**src/rtl/audio_stream_sequencer_if.sv**
```systemverilog
// Codec FIFO and effect-chain handshake bundle seen by the audio stream sequencer.
// master = sequencer side, slave = codec FIFOs plus effect chain.
interface audio_stream_sequencer_if #(
    parameter int DATA_W = 32
);
    // codec input FIFO
    logic              audio_in_available;
    logic [DATA_W-1:0] audio_in_L;
    logic [DATA_W-1:0] audio_in_R;
    logic              read_audio_in;
    // codec output FIFO
    logic              audio_out_allowed;
    logic              write_audio_out;
    logic [DATA_W-1:0] audio_out_L;
    logic [DATA_W-1:0] audio_out_R;
    // effect chain, dry side
    logic              fx_in_valid;
    logic              fx_in_ready;
    logic [DATA_W-1:0] fx_in_L;
    logic [DATA_W-1:0] fx_in_R;
    // effect chain, wet side
    logic              fx_out_valid;
    logic              fx_out_ready;
    logic [DATA_W-1:0] fx_out_L;
    logic [DATA_W-1:0] fx_out_R;
    logic              fx_flush;

    modport master (
        input  audio_in_available, audio_in_L, audio_in_R,
        output read_audio_in,
        input  audio_out_allowed,
        output write_audio_out, audio_out_L, audio_out_R,
        output fx_in_valid, fx_in_L, fx_in_R,
        input  fx_in_ready,
        input  fx_out_valid, fx_out_L, fx_out_R,
        output fx_out_ready, fx_flush
    );

    modport slave (
        output audio_in_available, audio_in_L, audio_in_R,
        input  read_audio_in,
        output audio_out_allowed,
        input  write_audio_out, audio_out_L, audio_out_R,
        input  fx_in_valid, fx_in_L, fx_in_R,
        output fx_in_ready,
        output fx_out_valid, fx_out_L, fx_out_R,
        input  fx_out_ready, fx_flush
    );
endinterface

```
**src/rtl/audio_stream_sequencer.sv**
```systemverilog
// Moves one stereo sample at a time: input FIFO -> effect chain -> output FIFO.
// Bypass skips the effect chain; a watchdog substitutes the dry sample when the
// effect handshake stalls. Every output is a register or a pure state decode.
module audio_stream_sequencer #(
    parameter int DATA_W         = 32,
    parameter int TIMEOUT_CYCLES = 1024,
    parameter int CNT_W          = 16
) (
    input  logic                     CLOCK_50,
    input  logic                     reset,
    input  logic                     enable,
    input  logic                     bypass,
    audio_stream_sequencer_if.master bus,
    output logic                     busy,
    output logic [CNT_W-1:0]         sample_count,
    output logic [CNT_W-1:0]         timeout_count
);
    typedef enum logic [2:0] {IDLE, POP, SEND, WAIT_FX, OUT, WR} state_t;

    // watchdog index of the last allowed handshake cycle
    localparam logic [15:0] WD_LAST = 16'(TIMEOUT_CYCLES - 1);

    state_t            state, state_nxt;
    logic [DATA_W-1:0] dry_l, dry_r, out_l, out_r;
    logic [15:0]       wd_cnt;
    logic              fx_flush_q;
    logic              start, in_hs, out_hs, timeout;

    assign start   = (state == IDLE) && enable && bus.audio_in_available;
    assign in_hs   = (state == SEND) && bus.fx_in_ready;
    assign out_hs  = (state == WAIT_FX) && bus.fx_out_valid;
    // >= rather than == so a SEND handshake landing exactly on the last cycle
    // still leaves WAIT_FX guarded (it then needs valid on its first cycle)
    assign timeout = ((state == SEND) || (state == WAIT_FX)) && (wd_cnt >= WD_LAST)
                     && !in_hs && !out_hs;

    // state register
    always_ff @(posedge CLOCK_50 or posedge reset) begin
        if (reset) state <= IDLE;
        else       state <= state_nxt;
    end

    // next-state decode; a completing handshake wins over the watchdog
    always_comb begin
        state_nxt = state;
        unique case (state)
            IDLE:    if (start) state_nxt = POP;
            POP:     state_nxt = bypass ? OUT : SEND;
            SEND:    if (in_hs) state_nxt = WAIT_FX;
                     else if (timeout) state_nxt = OUT;
            WAIT_FX: if (out_hs || timeout) state_nxt = OUT;
            OUT:     if (bus.audio_out_allowed) state_nxt = WR;
            WR:      state_nxt = IDLE;
            default: state_nxt = IDLE;
        endcase
    end

    // strobes and handshake flags decoded from state only
    always_comb begin
        bus.read_audio_in   = (state == POP);
        bus.write_audio_out = (state == WR);
        bus.fx_in_valid     = (state == SEND);
        bus.fx_out_ready    = (state == WAIT_FX);
        busy                = (state != IDLE);
    end

    assign bus.fx_in_L     = dry_l;
    assign bus.fx_in_R     = dry_r;
    assign bus.audio_out_L = out_l;
    assign bus.audio_out_R = out_r;
    assign bus.fx_flush    = fx_flush_q;

    // dry sample captured as the FIFO head is detected, held through SEND
    always_ff @(posedge CLOCK_50 or posedge reset) begin
        if (reset) begin
            dry_l <= '0;
            dry_r <= '0;
        end else if (start) begin
            dry_l <= bus.audio_in_L;
            dry_r <= bus.audio_in_R;
        end
    end

    // output sample only changes on the transition into OUT
    always_ff @(posedge CLOCK_50 or posedge reset) begin
        if (reset) begin
            out_l <= '0;
            out_r <= '0;
        end else if (((state == POP) && bypass) || timeout) begin
            out_l <= dry_l;
            out_r <= dry_r;
        end else if (out_hs) begin
            out_l <= bus.fx_out_L;
            out_r <= bus.fx_out_R;
        end
    end

    // watchdog counts SEND+WAIT_FX cycles; flush pulses in the first OUT cycle
    always_ff @(posedge CLOCK_50 or posedge reset) begin
        if (reset) begin
            wd_cnt     <= '0;
            fx_flush_q <= 1'b0;
        end else begin
            fx_flush_q <= timeout;
            if (state == POP)
                wd_cnt <= '0;
            else if ((state == SEND) || (state == WAIT_FX))
                wd_cnt <= wd_cnt + 16'd1;
        end
    end

    // saturating status counters
    always_ff @(posedge CLOCK_50 or posedge reset) begin
        if (reset) begin
            sample_count  <= '0;
            timeout_count <= '0;
        end else begin
            if ((state == WR) && (sample_count != {CNT_W{1'b1}}))
                sample_count <= sample_count + 1'b1;
            if (timeout && (timeout_count != {CNT_W{1'b1}}))
                timeout_count <= timeout_count + 1'b1;
        end
    end
endmodule

```
**src/flat_wrapper.sv**
```systemverilog
// flat-port wrapper written by rule: the top's interface ports become plain ports
module audio_stream_sequencer_flat 
#(
    parameter int DATA_W         = 32,
    parameter int TIMEOUT_CYCLES = 1024,
    parameter int CNT_W          = 16
)
  (CLOCK_50, reset, enable, bypass, busy, sample_count, timeout_count, bus_audio_in_available, bus_audio_in_L, bus_audio_in_R, bus_read_audio_in, bus_audio_out_allowed, bus_write_audio_out, bus_audio_out_L, bus_audio_out_R, bus_fx_in_valid, bus_fx_in_L, bus_fx_in_R, bus_fx_in_ready, bus_fx_out_valid, bus_fx_out_L, bus_fx_out_R, bus_fx_out_ready, bus_fx_flush);
  audio_stream_sequencer_if #(.DATA_W(DATA_W)) bus_i ();
  input  logic CLOCK_50;
  input  logic reset;
  input  logic enable;
  input  logic bypass;
  output logic busy;
  output logic [CNT_W-1:0] sample_count;
  output logic [CNT_W-1:0] timeout_count;
  input wire logic [$bits(bus_i.audio_in_available)-1:0] bus_audio_in_available;
  input wire logic [$bits(bus_i.audio_in_L)-1:0] bus_audio_in_L;
  input wire logic [$bits(bus_i.audio_in_R)-1:0] bus_audio_in_R;
  output wire logic [$bits(bus_i.read_audio_in)-1:0] bus_read_audio_in;
  input wire logic [$bits(bus_i.audio_out_allowed)-1:0] bus_audio_out_allowed;
  output wire logic [$bits(bus_i.write_audio_out)-1:0] bus_write_audio_out;
  output wire logic [$bits(bus_i.audio_out_L)-1:0] bus_audio_out_L;
  output wire logic [$bits(bus_i.audio_out_R)-1:0] bus_audio_out_R;
  output wire logic [$bits(bus_i.fx_in_valid)-1:0] bus_fx_in_valid;
  output wire logic [$bits(bus_i.fx_in_L)-1:0] bus_fx_in_L;
  output wire logic [$bits(bus_i.fx_in_R)-1:0] bus_fx_in_R;
  input wire logic [$bits(bus_i.fx_in_ready)-1:0] bus_fx_in_ready;
  input wire logic [$bits(bus_i.fx_out_valid)-1:0] bus_fx_out_valid;
  input wire logic [$bits(bus_i.fx_out_L)-1:0] bus_fx_out_L;
  input wire logic [$bits(bus_i.fx_out_R)-1:0] bus_fx_out_R;
  output wire logic [$bits(bus_i.fx_out_ready)-1:0] bus_fx_out_ready;
  output wire logic [$bits(bus_i.fx_flush)-1:0] bus_fx_flush;
  assign bus_i.audio_in_available = bus_audio_in_available;
  assign bus_i.audio_in_L = bus_audio_in_L;
  assign bus_i.audio_in_R = bus_audio_in_R;
  assign bus_read_audio_in = bus_i.read_audio_in;
  assign bus_i.audio_out_allowed = bus_audio_out_allowed;
  assign bus_write_audio_out = bus_i.write_audio_out;
  assign bus_audio_out_L = bus_i.audio_out_L;
  assign bus_audio_out_R = bus_i.audio_out_R;
  assign bus_fx_in_valid = bus_i.fx_in_valid;
  assign bus_fx_in_L = bus_i.fx_in_L;
  assign bus_fx_in_R = bus_i.fx_in_R;
  assign bus_i.fx_in_ready = bus_fx_in_ready;
  assign bus_i.fx_out_valid = bus_fx_out_valid;
  assign bus_i.fx_out_L = bus_fx_out_L;
  assign bus_i.fx_out_R = bus_fx_out_R;
  assign bus_fx_out_ready = bus_i.fx_out_ready;
  assign bus_fx_flush = bus_i.fx_flush;
  audio_stream_sequencer #(.DATA_W(DATA_W), .TIMEOUT_CYCLES(TIMEOUT_CYCLES), .CNT_W(CNT_W)) u_core (.CLOCK_50(CLOCK_50), .reset(reset), .enable(enable), .bypass(bypass), .bus(bus_i), .busy(busy), .sample_count(sample_count), .timeout_count(timeout_count));
endmodule
```
**config.mk**
```make
export PLATFORM = sky130hd
export DESIGN_NAME = audio_stream_sequencer_flat
export DESIGN_NICKNAME = d
export VERILOG_FILES = /design/src/rtl/audio_stream_sequencer_if.sv /design/src/rtl/audio_stream_sequencer.sv /design/src/flat_wrapper.sv
export SDC_FILE = /design/constraint.sdc
export NUM_CORES = 1
export LEC_CHECK = 0
export ABC_AREA = 1
export CAP_MARGIN = 5
export CORE_MARGIN = 5
export CORE_UTILIZATION = 40
export DETAILED_ROUTE_END_ITERATION = 10
export GPL_ROUTABILITY_DRIVEN = 0
export PLACE_DENSITY = 0.75
export SLEW_MARGIN = 40
export SYNTH_ARGS = -nofsm -noshare
export SYNTH_HDL_FRONTEND = slang
export SYNTH_SLANG_ARGS = --single-unit
```
**constraint.sdc**
```tcl
create_clock -name CLOCK_50 -period 5.9 [get_ports CLOCK_50]
set_clock_uncertainty 0.15 [all_clocks]
set_input_delay 0.59 -clock CLOCK_50 [delete_from_list [all_inputs] [get_ports CLOCK_50]]
set_output_delay 0.59 -clock CLOCK_50 [all_outputs]
set_load 0.01 [all_outputs]
```
==> reports/metrics.csv <==
metric;value;unit
Area Overhead vs Synth;43.11;%
Slew Limit Fails;0;
Hold Slack;0.3436;ns
H-tree level count;4;
R2R setup slack;3.14;ns
delay-heaviest family, CP;buffers and inverters;
synthesized area;8527;sq um
CP max stage cell;clkdlybuf4s50_1;
Worst-Skew Late Latency;0.42;ns
Max VDD drop;0.2340;mV
post-synth cell types;36;
post-cts sizing count;0;
Setup Fix Bufs, Post-CTS;0;
Critical Path End Type;primary output;
final WL;27370;um
core area;21020;sq um
placed insts;1565;
cts hold-fix bufs;0;
Final period util;47.65;%
CP arrival;2.07;ns
internal power;3.311;mW
final non-filler cell total;1597;
post-synthesis simple-gate area fraction;35.29;%
Register Area;4504;sq um
DRT met1 WL;11400;um
std cell rows;53;
status;finished clean;
drt wl/cell;17.14;um
CP startpoint kind;flop;
capturing point of the worst reg2reg path;u_core.bus.fx_in_R[6];
Antenna Violating Nets Remaining;0;
YS warnings;0;
starting density of the core;40.56;%
Multi-input gate area;3507;sq um
fill count;1894;
antenna violations before repair;0;
EDFF count, synth;0;
MaxCap Viol Count;0;
Mapped Nets;1173;
combinational power share;39.1;%
worst path required time;5.16;ns
Synth area leaders;dfrtp_1 53%, nand2_1 20%, nand4_1 5.2%, nand3_1 5.0%, xor2_1 2.2%;
overall power;5.140;mW
first-pass GRT wire length;43300;um
Setup violations, final;0;
post-place instance area;11610;sq um
vias per std cell;5.085;
num ports;302;
top-count cell post-synth;nand2_1;
Lkg Pwr;5.558;nW
pre-CTS setup slack;2.870;ns
Max Root-Sink Buffers;2;
ratio of cells with drive above 1 in the final layout;4.917;%
hold path cells;2;
dpl hpwl;19130;um
Synth Area in Compound Gates;2.539;%
Max-slew headroom;45.83;%
die width;156.0;um
routed length on met3;2303;um
setup tns final;0;ns
CP max FO;6;
worst r2r src;u_core.state[1];
number of nets in the layout;1448;
TritonRoute pass-1 iters;5;
Psw;1.829;mW
max frequency;355.7;MHz
Top Layer Used;met4;
fin util;58.05;%
RSZ-0062 raised after global routing;false;
largest family of logic cells by synthesized area;simple AND/OR/NAND/NOR gates;
top cell type's share of synthesized area;52.82;%
clock-pin slew on the worst setup and hold paths;0.07;ns
ANT cells;0;
Synth Area in XOR/XNOR;2.773;%
vias in the first global route;7761;
Flop pwr share;38.5;%
Period minus WS final;2.811;ns
hold worst-path end;u_core.bus.fx_in_R[13];
CTS tree;built;
Seq/Total Area, Yosys;52.82;%
fin area;12200;sq um
Synth area leader;dfrtp_1;
Clk pwr share;22.4;%
worst hold start;u_core.bus.fx_in_R[13];
CTS Sinks;180;
vias;8120;
PortBufs;301;
grt ovf;0;
largest net degree at the start of global routing;68;
ys flop type;dfrtp_1;
switch share;35.58;%
flop and latch count out of synthesis;180;
1st-iter DRT viols;498;
die height;156.0;um
measured slew at the worst slew-check pin;0.8126;ns
Num CTS Buffers;17;
Hold Path Class;reg2reg;
share of flip-flops with an asynchronous set or reset;100.0;%
WS Path Type;reg2out;
crit path cell chain;inv_2 > nand2_4 > nor2_1 > clkdlybuf4s50_1;
Worst path max stage delay;0.60;ns
r2r worst-path depth;7;
drc violations;0;
die area;24340;sq um
post-synthesis mux area share;0;%
gr usage total;22.31;%
final hold violations;0;
Root Driver;clkbuf_16;
Post-synth top cells;451 x nand2_1, 180 x dfrtp_1, 86 x nand3_1;
Adder-Cell Fraction of Synth Area;0.4402;%
Cells after Synth;1034;
met2 wire length;12830;um
CP Buf/Inv Count;2;
power per cell area;421.2;nW/um^2
post-layout worst setup margin;3.089;ns
syn_area_per_cell;8.247;sq um
## worst max-delay path by stage
stage | endpoint | startpoint | cells after the start | slack [ns]
2_1_floorplan | u_core.bus.audio_out_L[0] | reset | 1 | 0.27
3_3_place_gp | u_core.bus.audio_out_L[30] | bus_fx_out_valid | 8 | 2.70
3_5_place_dp | u_core.bus.audio_out_L[31] | bypass | 6 | 2.87
4_1_cts | bus_fx_in_valid | u_core.state[2] | 4 | 3.04
5_1_grt | u_core.bus.fx_in_R[6] | u_core.state[1] | 7 | 2.93
6_report | bus_fx_in_valid | u_core.state[2] | 4 | 3.09
## cells in the final DEF, fill, tap and decap left out, types with 2 or more instances in the layout
master,netlist,routed
a21oi_1,10,10
a31oi_1,2,2
buf_4,9,5
bufinv_16,0,2
clkbuf_16,0,17
clkdlybuf4s50_1,0,301
clkinv_2,0,5
dfrtp_1,180,180
ha_1,3,3
inv_1,38,37
inv_2,6,5
inv_4,1,2
inv_6,0,6
nand2_1,451,451
nand2_2,2,2
nand2_4,3,3
nand3_1,86,86
nand4_1,71,71
nor2_1,45,44
nor2_4,3,4
nor3_1,16,16
nor3_2,2,2
o21ai_0,15,15
o21ai_1,9,9
or2_2,2,2
xnor2_1,6,6
xor2_1,21,21
## state kept, by name, indices dropped and copies added, names as in the netlist
register,count
u_core.bus.fx_flush,1
u_core.bus.audio_out_R,32
u_core.bus.fx_in_R,32
u_core.sample_count,16
u_core.bus.audio_out_L,32
u_core.timeout_count,16
u_core.state,3
u_core.bus.fx_in_L,32
u_core.wd_cnt,16
## power groups by stage
stage | Clock [mW] | Sequential [mW] | Combinational, mW
final | 1.15 | 1.98 | 2.01
after global placement | 0 | 1.98 | 1.99
after CTS | 1.18 | 1.97 | 2.04
after global routing | 1.22 | 2.04 | 2.20
after floorplan | 0 | 2.11 | 0.739
after detailed placement | 0 | 1.99 | 2.03
## logic make-up (layout without fill, tap and decap cells)
logic type                 Yosys count  in the layout
buffers and inverters               97            385
xor gates and xnor gates            27             27
and+or+nand+nor                    688            688
AOI/OAI and AO/OA                   39             39
adders and majority gates            3              3
DFF                                180            180
## routing by layer
metal / track usage, % / vias up
li1: - / 3898
met1: 30.59 / 3814
met2: 34.78 / 357
met3: 5.160 / 51
met4: 8.087 / 0
met5: 0 / -
## cell type report
| type | count | area share, % |
|---|---|---|
| clock inverters | 14 | 1.210 |
| flip-flops and latches | 180 | 36.91 |
| repair buffers | 308 | 25.25 |
| multi-input cells | 757 | 28.74 |
| clock buffers | 18 | 3.599 |
| inverters | 45 | 1.466 |
| well taps | 275 | 2.820 |
## tightest hold or removal path: cells and delay by family (launching register included)
family / cells / cell delay (ns)
flip-flops: 1 / 0.36
AND/OR/NAND/NOR: 2 / 0.10
(Power assumes the default switching activity.)
